**config.mk**
```make
export PLATFORM = sky130hd
export DESIGN_NAME = vga_pattern_sequencer
export DESIGN_NICKNAME = d
export VERILOG_FILES = /design/src/rtl/vga_seq_pkg.sv /design/src/rtl/vga_pattern_sequencer_sync_edge_det.sv /design/src/rtl/vga_pattern_sequencer.sv
export SDC_FILE = /design/constraint.sdc
export NUM_CORES = 1
export LEC_CHECK = 0
export CORE_MARGIN = 4
export CORE_UTILIZATION = 54
export CTS_BUF_LIST = sky130_fd_sc_hd__clkbuf_16
export DETAILED_ROUTE_END_ITERATION = 16
export PLACE_DENSITY = 0.77
export RECOVER_POWER = 100
export SLEW_MARGIN = 0
export SYNTH_ARGS = -nofsm -noshare
export SYNTH_HDL_FRONTEND = slang
export SYNTH_SLANG_ARGS = --single-unit
```
**constraint.sdc**
```tcl
create_clock -name clk -period 3.5 [get_ports clk]
set_input_delay 0.875 -clock clk [delete_from_list [all_inputs] [get_ports clk]]
set_output_delay 0.875 -clock clk [all_outputs]
set_load 0.02 [all_outputs]
```
**src/rtl/vga_seq_pkg.sv**
```systemverilog
// Package: vga_seq_pkg
// Shared types and the constant pattern table for the VGA pattern sequencer.
//   pat_entry_t : one table entry {r_sel, g_sel, speed, dir}
//   seq_state_t : sequencing mode {MANUAL, AUTO, PAUSED}
//   PAT_TABLE   : eight constant entries; every speed <= 7, r_sel/g_sel <= 9
package vga_seq_pkg;

    typedef struct packed {
        logic [3:0] r_sel;  // bit index of moving_x driven to R[1]
        logic [3:0] g_sel;  // bit index of pix_y driven to G[0]
        logic [2:0] speed;  // scroll step per frame
        logic       dir;    // 0 = scroll forward, 1 = scroll backward
    } pat_entry_t;

    typedef enum logic [1:0] {
        MANUAL = 2'd0,
        AUTO   = 2'd1,
        PAUSED = 2'd2
    } seq_state_t;

    localparam int TABLE_DEPTH = 8;

    localparam pat_entry_t PAT_TABLE [TABLE_DEPTH] = '{
        '{4'd5, 4'd3, 3'd1, 1'b0},
        '{4'd4, 4'd4, 3'd2, 1'b0},
        '{4'd6, 4'd2, 3'd3, 1'b1},
        '{4'd7, 4'd1, 3'd1, 1'b1},
        '{4'd3, 4'd5, 3'd4, 1'b0},
        '{4'd8, 4'd6, 3'd2, 1'b1},
        '{4'd2, 4'd9, 3'd5, 1'b0},
        '{4'd9, 4'd0, 3'd7, 1'b1}
    };

endpackage

```
**src/rtl/vga_pattern_sequencer_sync_edge_det.sv**
```systemverilog
// Module: sync_edge_det
// Two-flop synchroniser followed by a registered edge detector.
//   clk    : destination clock
//   rst_n  : asynchronous active-low reset
//   din    : asynchronous input
//   pulse  : one-cycle strobe, high 3 clk after an active edge of din
// POLARITY = 1 detects rising edges, 0 detects falling edges. All flops
// reset to the inactive level so a fresh active edge is required after reset.
module sync_edge_det #(
    parameter logic POLARITY = 1'b1
) (
    input  logic clk,
    input  logic rst_n,
    input  logic din,
    output logic pulse
);

    localparam logic IDLE = ~POLARITY;

    logic s1_q;
    logic s2_q;
    logic prev_q;
    logic pulse_q;
    logic pulse_d;

    always_comb begin
        pulse_d = (s2_q == POLARITY) && (prev_q != POLARITY);
    end

    always_ff @(posedge clk or negedge rst_n) begin
        if (!rst_n) begin
            s1_q    <= IDLE;
            s2_q    <= IDLE;
            prev_q  <= IDLE;
            pulse_q <= 1'b0;
        end else begin
            s1_q    <= din;
            s2_q    <= s1_q;
            prev_q  <= s2_q;
            pulse_q <= pulse_d;
        end
    end

    assign pulse = pulse_q;

endmodule

```
**src/rtl/vga_pattern_sequencer.sv**
```systemverilog
// Module: vga_pattern_sequencer
// Frame-synchronous sequencer for the VGA test-pattern datapath. Once per
// frame (on frame_tick) it updates the scroll offset and the R/G bit-select
// indices, stepping through PAT_TABLE on a dwell timer (auto) or on step.
//   clk        : pixel clock          rst_n     : async active-low reset
//   vsync_in   : vsync from sync gen  auto_en   : 1 = auto advance (async)
//   pause      : freeze scroll/dwell  step      : advance one entry (async)
//   scroll_x   : horizontal offset    r_sel     : R[1] bit index
//   g_sel      : G[0] bit index       pat_idx   : current table index
//   frame_tick : one-cycle strobe per frame
module vga_pattern_sequencer
    import vga_seq_pkg::*;
#(
    parameter int NUM_PATTERNS      = 8,
    parameter int DWELL_FRAMES      = 120,
    parameter int VSYNC_ACTIVE_HIGH = 0
) (
    input  logic       clk,
    input  logic       rst_n,
    input  logic       vsync_in,
    input  logic       auto_en,
    input  logic       pause,
    input  logic       step,
    output logic [9:0] scroll_x,
    output logic [3:0] r_sel,
    output logic [3:0] g_sel,
    output logic [2:0] pat_idx,
    output logic       frame_tick
);

    localparam int DW = (DWELL_FRAMES > 1) ? $clog2(DWELL_FRAMES) : 1;
    localparam logic [DW-1:0] DWELL_LAST = DW'(DWELL_FRAMES - 1);
    localparam logic [2:0]    IDX_LAST   = 3'(NUM_PATTERNS - 1);

    logic tick;
    logic step_pulse;
    logic [1:0] auto_sync_q;
    logic [1:0] pause_sync_q;

    seq_state_t    state_q, state_d;
    logic [9:0]    scroll_q, scroll_d;
    logic [2:0]    pat_idx_q, pat_idx_d;
    logic [3:0]    r_sel_q, r_sel_d;
    logic [3:0]    g_sel_q, g_sel_d;
    logic [DW-1:0] dwell_q, dwell_d;
    logic          step_pending_q, step_pending_d;
    seq_state_t    mode;
    logic          advance;

    sync_edge_det #(.POLARITY(VSYNC_ACTIVE_HIGH != 0)) u_vsync_det (
        .clk   (clk),
        .rst_n (rst_n),
        .din   (vsync_in),
        .pulse (tick)
    );

    sync_edge_det #(.POLARITY(1'b1)) u_step_det (
        .clk   (clk),
        .rst_n (rst_n),
        .din   (step),
        .pulse (step_pulse)
    );

    always_comb begin
        mode           = state_q;
        advance        = 1'b0;
        state_d        = state_q;
        scroll_d       = scroll_q;
        pat_idx_d      = pat_idx_q;
        r_sel_d        = r_sel_q;
        g_sel_d        = g_sel_q;
        dwell_d        = dwell_q;
        step_pending_d = step_pending_q | step_pulse;

        if (tick) begin
            // Mode is re-sampled every frame; this frame's actions use it.
            if (pause_sync_q[1])      mode = PAUSED;
            else if (auto_sync_q[1])  mode = AUTO;
            else                      mode = MANUAL;
            state_d = mode;

            // Scroll uses the entry in force before any advance this frame.
            if (mode != PAUSED) begin
                if (PAT_TABLE[pat_idx_q].dir)
                    scroll_d = scroll_q - 10'(PAT_TABLE[pat_idx_q].speed);
                else
                    scroll_d = scroll_q + 10'(PAT_TABLE[pat_idx_q].speed);
            end

            advance = step_pending_q || ((mode == AUTO) && (dwell_q == DWELL_LAST));
            // A step edge landing on the tick itself is kept for next frame.
            step_pending_d = step_pulse;

            if (advance) begin
                pat_idx_d = (pat_idx_q == IDX_LAST) ? 3'd0 : pat_idx_q + 3'd1;
                r_sel_d   = PAT_TABLE[pat_idx_d].r_sel;
                g_sel_d   = PAT_TABLE[pat_idx_d].g_sel;
                dwell_d   = '0;
            end else if (mode == AUTO) begin
                dwell_d = dwell_q + DW'(1);
            end
        end
    end

    always_ff @(posedge clk or negedge rst_n) begin
        if (!rst_n) begin
            auto_sync_q    <= 2'b00;
            pause_sync_q   <= 2'b00;
            state_q        <= MANUAL;
            scroll_q       <= 10'd0;
            pat_idx_q      <= 3'd0;
            r_sel_q        <= PAT_TABLE[0].r_sel;
            g_sel_q        <= PAT_TABLE[0].g_sel;
            dwell_q        <= '0;
            step_pending_q <= 1'b0;
        end else begin
            auto_sync_q    <= {auto_sync_q[0], auto_en};
            pause_sync_q   <= {pause_sync_q[0], pause};
            state_q        <= state_d;
            scroll_q       <= scroll_d;
            pat_idx_q      <= pat_idx_d;
            r_sel_q        <= r_sel_d;
            g_sel_q        <= g_sel_d;
            dwell_q        <= dwell_d;
            step_pending_q <= step_pending_d;
        end
    end

    assign scroll_x   = scroll_q;
    assign r_sel      = r_sel_q;
    assign g_sel      = g_sel_q;
    assign pat_idx    = pat_idx_q;
    assign frame_tick = tick;

endmodule

```
==> results of run 1 <==
-- cells in the final DEF (no fill, tap or decap), drive strengths merged, types with 4 or more instances in the layout --
cell | Yosys | routed
dfrtp | 34 | 34
ha | 16 | 16
nand2b | 4 | 4
nand2 | 29 | 29
nor2 | 13 | 13
inv | 8 | 8
o21ai | 15 | 15
a21oi | 6 | 6
xor2 | 5 | 5
o21a | 7 | 7
dlygate4sd3 | 0 | 26
nor2b | 7 | 7
clkbuf | 2 | 6
a21o | 5 | 5
nand3 | 6 | 6
nor3 | 4 | 4
dfstp | 7 | 7
-- layout make-up --
| type | count | area [um2] | area share, % |
|---|---|---|---|
| clock buffers | 5 | 125 | 4.88 |
| multi-input cells | 151 | 1030 | 40.0 |
| well taps | 48 | 60.1 | 2.34 |
| flip-flops and latches | 41 | 1030 | 40.4 |
| repair buffers | 27 | 264 | 10.3 |
| clock inverters | 3 | 22.5 | 0.879 |
| inverters | 8 | 30.0 | 1.17 |
-- per-layer routing --
layer	global-route usage, %	up-vias
met4	6.89	0
met3	4.97	6
li1	-	785
met5	0	-
met2	29.7	40
met1	21.8	778
-- Yosys cell counts, types with 2 or more instances --
master     n  area (um2)
dfrtp_1   34         851
nand2_1   29         109
ha_1      16         200
o21ai_0   14        70.1
nor2_1    13        48.8
inv_1      8        30.0
dfstp_2    7         184
nor2b_1    7        43.8
o21a_1     7        52.6
nand3_1    6        30.0
a21o_1     5        37.5
a21oi_1    5        25.0
xor2_1     5        43.8
nor3_1     4        20.0
mux2i_1    3        30.0
nand2b_1   3        18.8
nand4_1    3        18.8
o211ai_1   3        22.5
o31ai_1    3        22.5
xnor2_1    3        26.3
a2111o_1   2        22.5
a211o_1    2        17.5
buf_2      2        10.0
clkbuf_1   2        7.51
-- power groups by stage --
stage	combinational (mW)	sequential (mW)	clock, mW
floorplan	0.873	0.847	0
global placement	1.37	0.725	0
detailed placement	1.42	0.736	0
CTS	1.44	0.729	0.458
global route	1.55	0.742	0.480
finish	1.38	0.721	0.444
-- cells by family after synthesis --
group,share of synthesized area (%)
AOI/OAI and AO/OA,17.3
adders and majority gates,10.3
DFF,48.4
and+or+nand+nor,16.4
buffers and inverters,2.93
xor gates and xnor gates,3.28
muxes,1.40
-- sequential cells by signal, summed over array words and instances (netlist names) --
| signal | count |
|---|---|
| step_pending_q | 1 |
| u_step_det.s2_q | 1 |
| auto_sync_q | 2 |
| r_sel | 4 |
| u_vsync_det.s2_q | 1 |
| u_step_det.pulse | 1 |
| pause_sync_q | 2 |
| u_vsync_det.pulse | 1 |
| u_vsync_det.s1_q | 1 |
| dwell_q | 7 |
| u_vsync_det.prev_q | 1 |
| g_sel | 4 |
| u_step_det.s1_q | 1 |
| pat_idx | 3 |
| u_step_det.prev_q | 1 |
| scroll_x | 10 |
-- stage by stage --
step                      util (%)  hold slack, ns  setup WS [ns]  cells  area, um2
after global placement        64.9           0.333          0.594    275       2430
final                         68.4           0.351          0.460    283       2560
after CTS                     68.9           0.352          0.460    283       2580
after detailed placement      64.9           0.339          0.493    275       2430
after global routing          68.4           0.366          0.171    283       2560
after floorplan                  -           0.331          0.549    206       2140
-- worst max-delay path by stage --
stage	depth (start not counted)	slack (ns)	to	from
2_1_floorplan	12	0.55	scroll_x[9]	pat_idx[0]
3_3_place_gp	12	0.59	scroll_x[9]	pat_idx[0]
3_5_place_dp	12	0.49	scroll_x[9]	pat_idx[0]
4_1_cts	12	0.46	scroll_x[9]	pat_idx[0]
5_1_grt	12	0.17	scroll_x[9]	pat_idx[0]
6_report	12	0.46	scroll_x[9]	pat_idx[0]
==> impl_summary.txt, run 1 <==
----------------------------------------------------
[Timing]
  Total Neg Setup Slack ... 0 ns
  Setup repair after global routing missed its margin ... no
  Number of setup violations in the final report ... 0
  Final Skew ... 0.00470 ns
  Final max-slew violation count ... 42
  Minimum clock period after layout ... 3.04 ns
  Relative slew slack ... -40.4%
  Final Hold Fails ... 0
  Slew at the pin closest to its max-slew limit ... 2.11 ns
  Final critical-path share of the clock period ... 86.9%
  Highest Clock Rate ... 329 MHz

[Finish]
  Relative area change from synthesis to final layout ... 19.8%
  Net count of the finished layout ... 257
  Share of post-route cells with drive strength above 1 ... 7.66%
  Fill cell instance count of the final layout ... 300
  N_diodes ... 0

[Worst setup path]
  Setup slack of the worst register-to-register path ... 0.46 ns
  Crit start category ... flip-flop
  Cells traversed along the worst timing path ... inv_1 -> ha_1 -> mux2i_1 -> ha_1 -> o22a_1 -> inv_1 -> ha_1 -> nor2b_1 -> o31a_2 -> a31oi_2 -> mux2i_1 -> o211ai_1
  Critical path's slowest cell ... dfrtp_1
  R2R Path End ... scroll_x[9]
  Cell type group with the largest total delay on the critical path ... compound AO/OA/AOI/OAI gates
  Maximum fanout encountered on the critical timing path ... 10
  Buffers plus inverters on the worst setup path ... 2
  Crit path largest cell delay ... 0.55 ns
  Critical path start-end classification ... flip-flop to flip-flop
  Cell seen most often among critical-path stages ... ha_1
  Kind of capture point of the worst setup path ... flip-flop
  Reg-to-Reg Start ... pat_idx[0]
  Count of cells along the worst register-to-register path ... 12
  Critical path required time ... 3.66 ns
  Data arrival at the endpoint of the critical path ... 3.20 ns

[Yosys]
  Async set-reset flop share out of synthesis ... 100%
  Count of flip-flops with a built-in enable after synthesis ... 0
  Avg Cell Area, Syn ... 10.4 um2
  Leading register cell type out of synthesis ... dfrtp_1
  Post-synthesis cell area ... 2140 um2
  Library cells used by synthesis ... 44
  Number of warnings issued by yosys ... 0
  Flops & latches, synth ... 41
  Sequential fraction of the synthesis area ... 48.4%
  Syn_nets ... 229
  Gate count of the mapped netlist ... 206

[GRT]
  Aggregate global routing overflow ... 0
  Global-route wire length before repair ... 7190 um
  Number of antenna violations at the first check in global routing ... 0
  Pin count of the biggest net entering global routing ... 42
  Via count of the first global-routing pass ... 1590
  Global router's overall resource usage ... 17.8%

[Pwr]
  Internal power ... 1.48 mW
  Power share of the sequential group ... 28.3%
  Ratio of total power to cell area ... 995 nW/um2
  Max rail drop VDD ... 0.667 mV
  Leakage Power ... 1.22 nW
  Combinational share of power ... 54.3%
  Fraction of power spent switching nets ... 42.0%
  Final Power ... 2.55 mW
  Switching power summed over all nets ... 1.07 mW
  Clock power frac ... 17.4%

[Clock tree]
  TritonCTS clock tree ... yes
  Hold Buf Count CTS ... 0
  Clock network latency to the later pin of the worst-skew pair ... 0.28 ns
  Number of levels in the clock H-tree ... 2
  Cells resized by post-CTS repair ... 0
  Worst-path clk slew ... 0.06 ns
  Clk Tree Root Cell ... clkbuf_16
  Clk sinks ... 41
  Buffer levels on the longest clock path ... 2
  Number of buffers added by the clock tree synthesis step ... 5
  Number of buffers added for setup after CTS ... 0

[Route]
  Number of nets still failing antenna checks after routing ... 0
  Post-detailed-route DRC marker count ... 0
  Detailed-routed wire length on met3 ... 189 um
  First-pass detailed-route iteration total ... 4
  Met1 Routed Length ... 1730 um
  Detailed-route wire length per cell ... 14.2 um
  Mean number of vias per cell ... 5.69
  Max layer used ... met4
  WL met2 ... 2040 um
  Starting DRC count in detailed routing ... 77
  Total detailed-routing wirelength ... 4010 um
  Via count ... 1609

[Job]
  Max-capacitance violation count ... 1

[Status]
  Violated checks ... max-capacitance violations, max-slew violations
  Result of the run ... finished, violations left

[Worst hold path]
  Endpoint, Worst Hold ... auto_sync_q[1]
  Hold_sp ... auto_sync_q[0]
  Cells on Worst Hold Path ... 0
  Worst min-delay path category ... flip-flop to flip-flop

[Placement]
  IO buf count ... 27
  Detailed placer's ending HPWL ... 2880 um
  Routability Congestion ... 0.902

[Floorplanning]
  Count of boundary I/O pins ... 28
  Die outline area ... 5030 um2
  Core footprint ... 3740 um2
  Chip Height ... 70.9 um
  Die X ... 70.9 um
  Number of rows created at floorplan ... 22
  Effective utilization at floorplan ... 57.1%

----------------------------------------------------
(Power assumes the default switching activity.)
==> inputs of run 2 (changes only) <==
--- a/config.mk
+++ b/config.mk
@@ -8,6 +8,7 @@
 export CORE_MARGIN = 4
 export CORE_UTILIZATION = 54
 export CTS_BUF_LIST = sky130_fd_sc_hd__clkbuf_16
+export CTS_CLUSTER_SIZE = 28
 export DETAILED_ROUTE_END_ITERATION = 16
 export PLACE_DENSITY = 0.77
 export RECOVER_POWER = 100
==> results of run 2 <==
No change in the layout: final DEF, timing and power equal those of run 1.
==> RTL change 1, RTL diff (flow settings as in run 2) <==
The 3 states of `seq_state_t` get a one-hot encoding in 3 bits.
--- a/src/rtl/vga_seq_pkg.sv
+++ b/src/rtl/vga_seq_pkg.sv
@@ -12,10 +12,10 @@
         logic       dir;    // 0 = scroll forward, 1 = scroll backward
     } pat_entry_t;
 
-    typedef enum logic [1:0] {
-        MANUAL = 2'd0,
-        AUTO   = 2'd1,
-        PAUSED = 2'd2
+    typedef enum logic [2:0] {
+        MANUAL = 3'b001,
+        AUTO   = 3'b010,
+        PAUSED = 3'b100
     } seq_state_t;
 
     localparam int TABLE_DEPTH = 8;
Function: kept (equiv_simple and equiv_induct, registers matched by name and starting in step).
==> RTL change 1 against run 2 <==
- the flow still finishes with violations (max-capacitance violations, max-slew violations)
- power shrank 1.5%
- clock skew shrank 0.0012 ns
- worst setup slack lost 0.014 ns
- largest power group unchanged
- fmax shrank 0.46%
- global-route usage is essentially flat
- design area grew 0.24%
- die area shrank 0.62%
- non-clock buffer count is the same
- critical path type unchanged
- utilization grew 0.17 points
- sequential cell count is the same
- area after synthesis shrank 0.70%
- critical path depth is the same
- routed wire length shrank 0.75%
- largest cell class unchanged
==> RTL change 1: results (changes against run 2) <==
[yosys]
syn_nets = 236  ; +3.1%
netlist-cell-type-count = 41  ; -6.8%
yosys-top-cells-area = dfrtp_1 40%, ha_1 9.4%, dfstp_2 8.7%
yosysWarnings = 0  ; unchanged
synth-main-ff-cell = dfrtp_1
yosys-top-cells-count = 34 x dfrtp_1, 30 x nand2_1, 16 x ha_1, 16 x nor2_1, 14 x o21ai_1
ys_seq_area_share_pct = 48.73  ; +0.34 points
async_reset_ff_share_pct = 100.0  ; unchanged

[cts]
cts_setup_buffers = 0  ; unchanged
clock_latency_ns = 0.28  ; about the same
cts.repair.resized = 0  ; unchanged
clockBufferDepth = 2  ; unchanged
clk_pin_slew_ns = 0.06  ; about the same
numCtsBuffers = 5  ; unchanged
h-tree-depth = 2  ; unchanged
cts-root-buf = clkbuf_16

[power_and_ir_drop]
ir_drop_mv = 0.7104  ; +6.5%
power_leakage_nw = 1.204  ; -1.6%

[layout]
fillerInstances = 313  ; +4.3%
num_antenna_cells = 0  ; unchanged
largest_register_ffs = 10  ; unchanged
drive_above_1_share_pct = 6.996  ; -0.66 points
nNetsFinal = 265  ; +3.1%

[timing]
skew_ns = 0.003483  ; -0.001213 ns
final-max-slew-violation-count = 42  ; unchanged
slew_headroom_pct = -39.28  ; +1.1 points
post-route-period-util_pct = 87.25  ; +0.40 points

[placement]
portBuffers = 27  ; unchanged
place_area_um2 = 2427  ; -0.15%
gp_congestion = 0.8514  ; -5.6%
hpwl_um = 2896  ; +0.47%

[status]
failed_checks = max-capacitance violations, max-slew violations
run_status = finished, violations left

[global_route]
grt_max_degree = 42  ; unchanged
first_global_vias = 1541  ; -3.1%
grt_use_total_pct = 17.75  ; about the same
grt_pass1_wl_um = 7024  ; -2.3%
antenna_found_initial = 0  ; unchanged

[setup_path]
cp_max_fo = 10  ; unchanged
critPathArrivalTime_ns = 3.19  ; about the same

[drt]
vias = 1588  ; -1.3%
dr.pass1.iters = 6  ; +2
dr.first_iter.drc_count = 71  ; -7.8%
avgRoutedWirePerCell_um = 13.67  ; -3.5%

[flow_run]
maxCapViolCount = 1  ; unchanged

[hold_path]
hold_class = register to register

RTL change 1: stage by stage:
step	utilization (%)	instances	hold slack, ns	setup WS [ns]
finish	68.62	291	0.3569	0.4462
global placement	64.84	283	0.3348	0.5671
detailed placement	64.84	283	0.3476	0.4628
CTS	68.65	291	0.3609	0.4432
global route	68.62	291	0.3609	0.2382
floorplan	-	213	0.3312	0.5964
RTL change 1: worst max-delay path, stage by stage, from the launching register on:
cell      delay, ns
dfrtp_1        0.54
inv_1          0.10
ha_1           0.39
mux2i_1        0.10
ha_1           0.30
o22a_1         0.16
clkinv_1       0.08
ha_1           0.27
nand2b_1       0.09
a2111o_1       0.40
a211o_1        0.27
o211ai_2       0.07
o311ai_0       0.14
RTL change 1: power by group:
part | leakage (nW) | switching (mW) | internal (mW)
registers | 0.502 | 0.100 | 0.611
logic | 0.631 | 0.788 | 0.569
clock network | 0.0712 | 0.179 | 0.261
total | 1.20 | 1.07 | 1.44
RTL change 1: final cells by class:
cell class              instances  area (um^2)  area share (%)
clock inverters                 3        17.52          0.6819
well taps                      48        60.06           2.338
multi-input cells             155         1022           39.80
inverters                      12        45.04           1.754
repair buffers                 27        264.0           10.28
clock buffers                   5        125.1           4.871
flip-flops and latches         41         1035           40.28
RTL change 1: routing by layer:
layer	routed length, um	track usage (%)	vias up
met5	0	0	-
met4	81	6.472	0
met3	131	5.540	7
met2	1789	27.19	27
met1	1976	23.77	748
li1	-	-	806
RTL change 1: path summary, 6_finish.rpt:
| kind | startpoint | end | slack, ns | cells after the start |
|---|---|---|---|---|
| setup / recovery | pat_idx[0]$_DFFE_PN0P_ | scroll_x[9]$_DFFE_PN0P_ | 0.45 | 12 |
| hold / removal | pause_sync_q[0]$_DFF_PN0_ | pause_sync_q[1]$_DFF_PN0_ | 0.36 | 0 |
| setup reg to reg | pat_idx[0]$_DFFE_PN0P_ | scroll_x[9]$_DFFE_PN0P_ | 0.45 | 12 |
| hold reg to reg | pause_sync_q[0]$_DFF_PN0_ | pause_sync_q[1]$_DFF_PN0_ | 0.36 | 0 |
| max in group asynchronous | rst_n | u_step_det.s2_q$_DFF_PN0_ | 1.11 | 1 |
| min in group asynchronous | rst_n | scroll_x[5]$_DFFE_PN0P_ | 1.20 | 1 |
RTL change 1: cell families after synthesis:
family	Yosys count	synth area share, %
DFF	41	48.73
buffers and inverters	17	3.123
muxes	1	0.4714
AOI/OAI and AO/OA	52	16.85
adders and majority gates	17	10.37
xor gates and xnor gates	8	3.300
and+or+nand+nor	77	17.15
==> RTL change 2, RTL diff (settings of run 2) <==
Without the edit above. Change the parameter `NUM_PATTERNS` from 8 to 4.
--- a/src/rtl/vga_pattern_sequencer.sv
+++ b/src/rtl/vga_pattern_sequencer.sv
@@ -11,7 +11,7 @@
 module vga_pattern_sequencer
     import vga_seq_pkg::*;
 #(
-    parameter int NUM_PATTERNS      = 8,
+    parameter int NUM_PATTERNS      = 4,
     parameter int DWELL_FRAMES      = 120,
     parameter int VSYNC_ACTIVE_HIGH = 0
 ) (
Check against the original RTL: same outputs for any inputs over 10 cycles, from zero or initial values and one cycle with rst_n low; that may be too few to reach the edited logic, so the function may still have changed.
==> RTL change 2 against run 2 <==
- the flow still finishes with violations (max-capacitance violations, max-slew violations)
- power shrank 16%
- via count down 1.7%
- routed wire length decreased by 5.8%
- area after synthesis fell by 0.94%
- worst setup slack got worse by 0.018 ns
- sequential cell count unchanged
- largest power group unchanged
- design area down 0.24%
- sequential share of layout area up 0.099 points
==> RTL change 2: results (changes against run 2) <==
[drt]
vias = 1582  ; -1.7%
drt_wl_total_um = 3773  ; -5.8%

[global_route]
grt_use_total_pct = 16.70  ; -1.1 points

[layout]
seq_cells = 41  ; unchanged
multi_input_area_share_pct = 39.45  ; -0.59 points
nNetsFinal = 261  ; +1.6%
inverters = 11  ; +3
final-clk-cell-share_pct = 5.482  ; -0.28 points
fillerInstances = 297  ; -1.0%

[timing]
final-max-slew-violation-count = 42  ; unchanged
skew_ns = 0.006202  ; +0.001507 ns
whs_ns = 0.3465  ; -0.004121 ns
post-route-period-util_pct = 87.37  ; +0.52 points
slew_headroom_pct = -38.83  ; +1.5 points

[yosys]
synthAdderAreaFrac_pct = 9.805  ; -0.49 points
netlist-cell-type-count = 39  ; -11%
synth-compound-area-share_pct = 17.37  ; +0.10 points
yosys-top-cells-area = dfrtp_1 40%, ha_1 8.9%, dfstp_2 8.7%
yosys-top-cells-count = 34 x dfrtp_1, 25 x nand2_1, 15 x ha_1, 15 x o21ai_0, 14 x nor2_1
synth_xor_area_share_pct = 2.894  ; -0.38 points

[flow_run]
maxCapViolCount = 1  ; unchanged

[power_and_ir_drop]
ir_drop_mv = 0.4231  ; -37%
power_leakage_nw = 1.206  ; -1.4%
power_density_nw_per_um2 = 840.8  ; -15%

[status]
failed_checks = max-capacitance violations, max-slew violations
run_status = finished, violations left

[setup_path]
rrSetupSlack_ns = 0.44  ; -0.02 ns

[placement]
place_area_um2 = 2417  ; -0.57%
hpwl_um = 2695  ; -6.5%
pre_cts_ws_ns = 0.4595  ; -0.03355 ns
place_inst = 280  ; +1.8%
gp_congestion = 0.8069  ; -11%

[die]
coreArea_um2 = 3716  ; -0.74%

-- RTL change 2: power by group through the flow --
stage	combinational [mW]	sequential [mW]	clock, mW
4_1_cts	1.11	0.668	0.437
6_report	1.07	0.662	0.422
3_3_place_gp	1.08	0.672	0
2_1_floorplan	0.642	0.786	0
5_1_grt	1.21	0.681	0.457
3_5_place_dp	1.10	0.676	0
-- RTL change 2: critical path: stages, from the launching register on --
cell and delay (ns):
dfrtp_1 0.42, inv_1 0.10, ha_1 0.36, a21boi_0 0.23, ha_1 0.26, o22a_1 0.20, inv_1 0.07, ha_1 0.22
nor2b_1 0.15, o31a_1 0.28, a31oi_1 0.32, mux2i_1 0.24, o211ai_1 0.11
-- RTL change 2: routing by layer --
layer | vias up | GRT usage (%) | wire (um)
li1 | 802 | - | -
met2 | 29 | 27.13 | 1774
met1 | 749 | 22.06 | 1801
met5 | - | 0 | 0
met4 | 0 | 4.175 | 12
met3 | 2 | 4.972 | 184
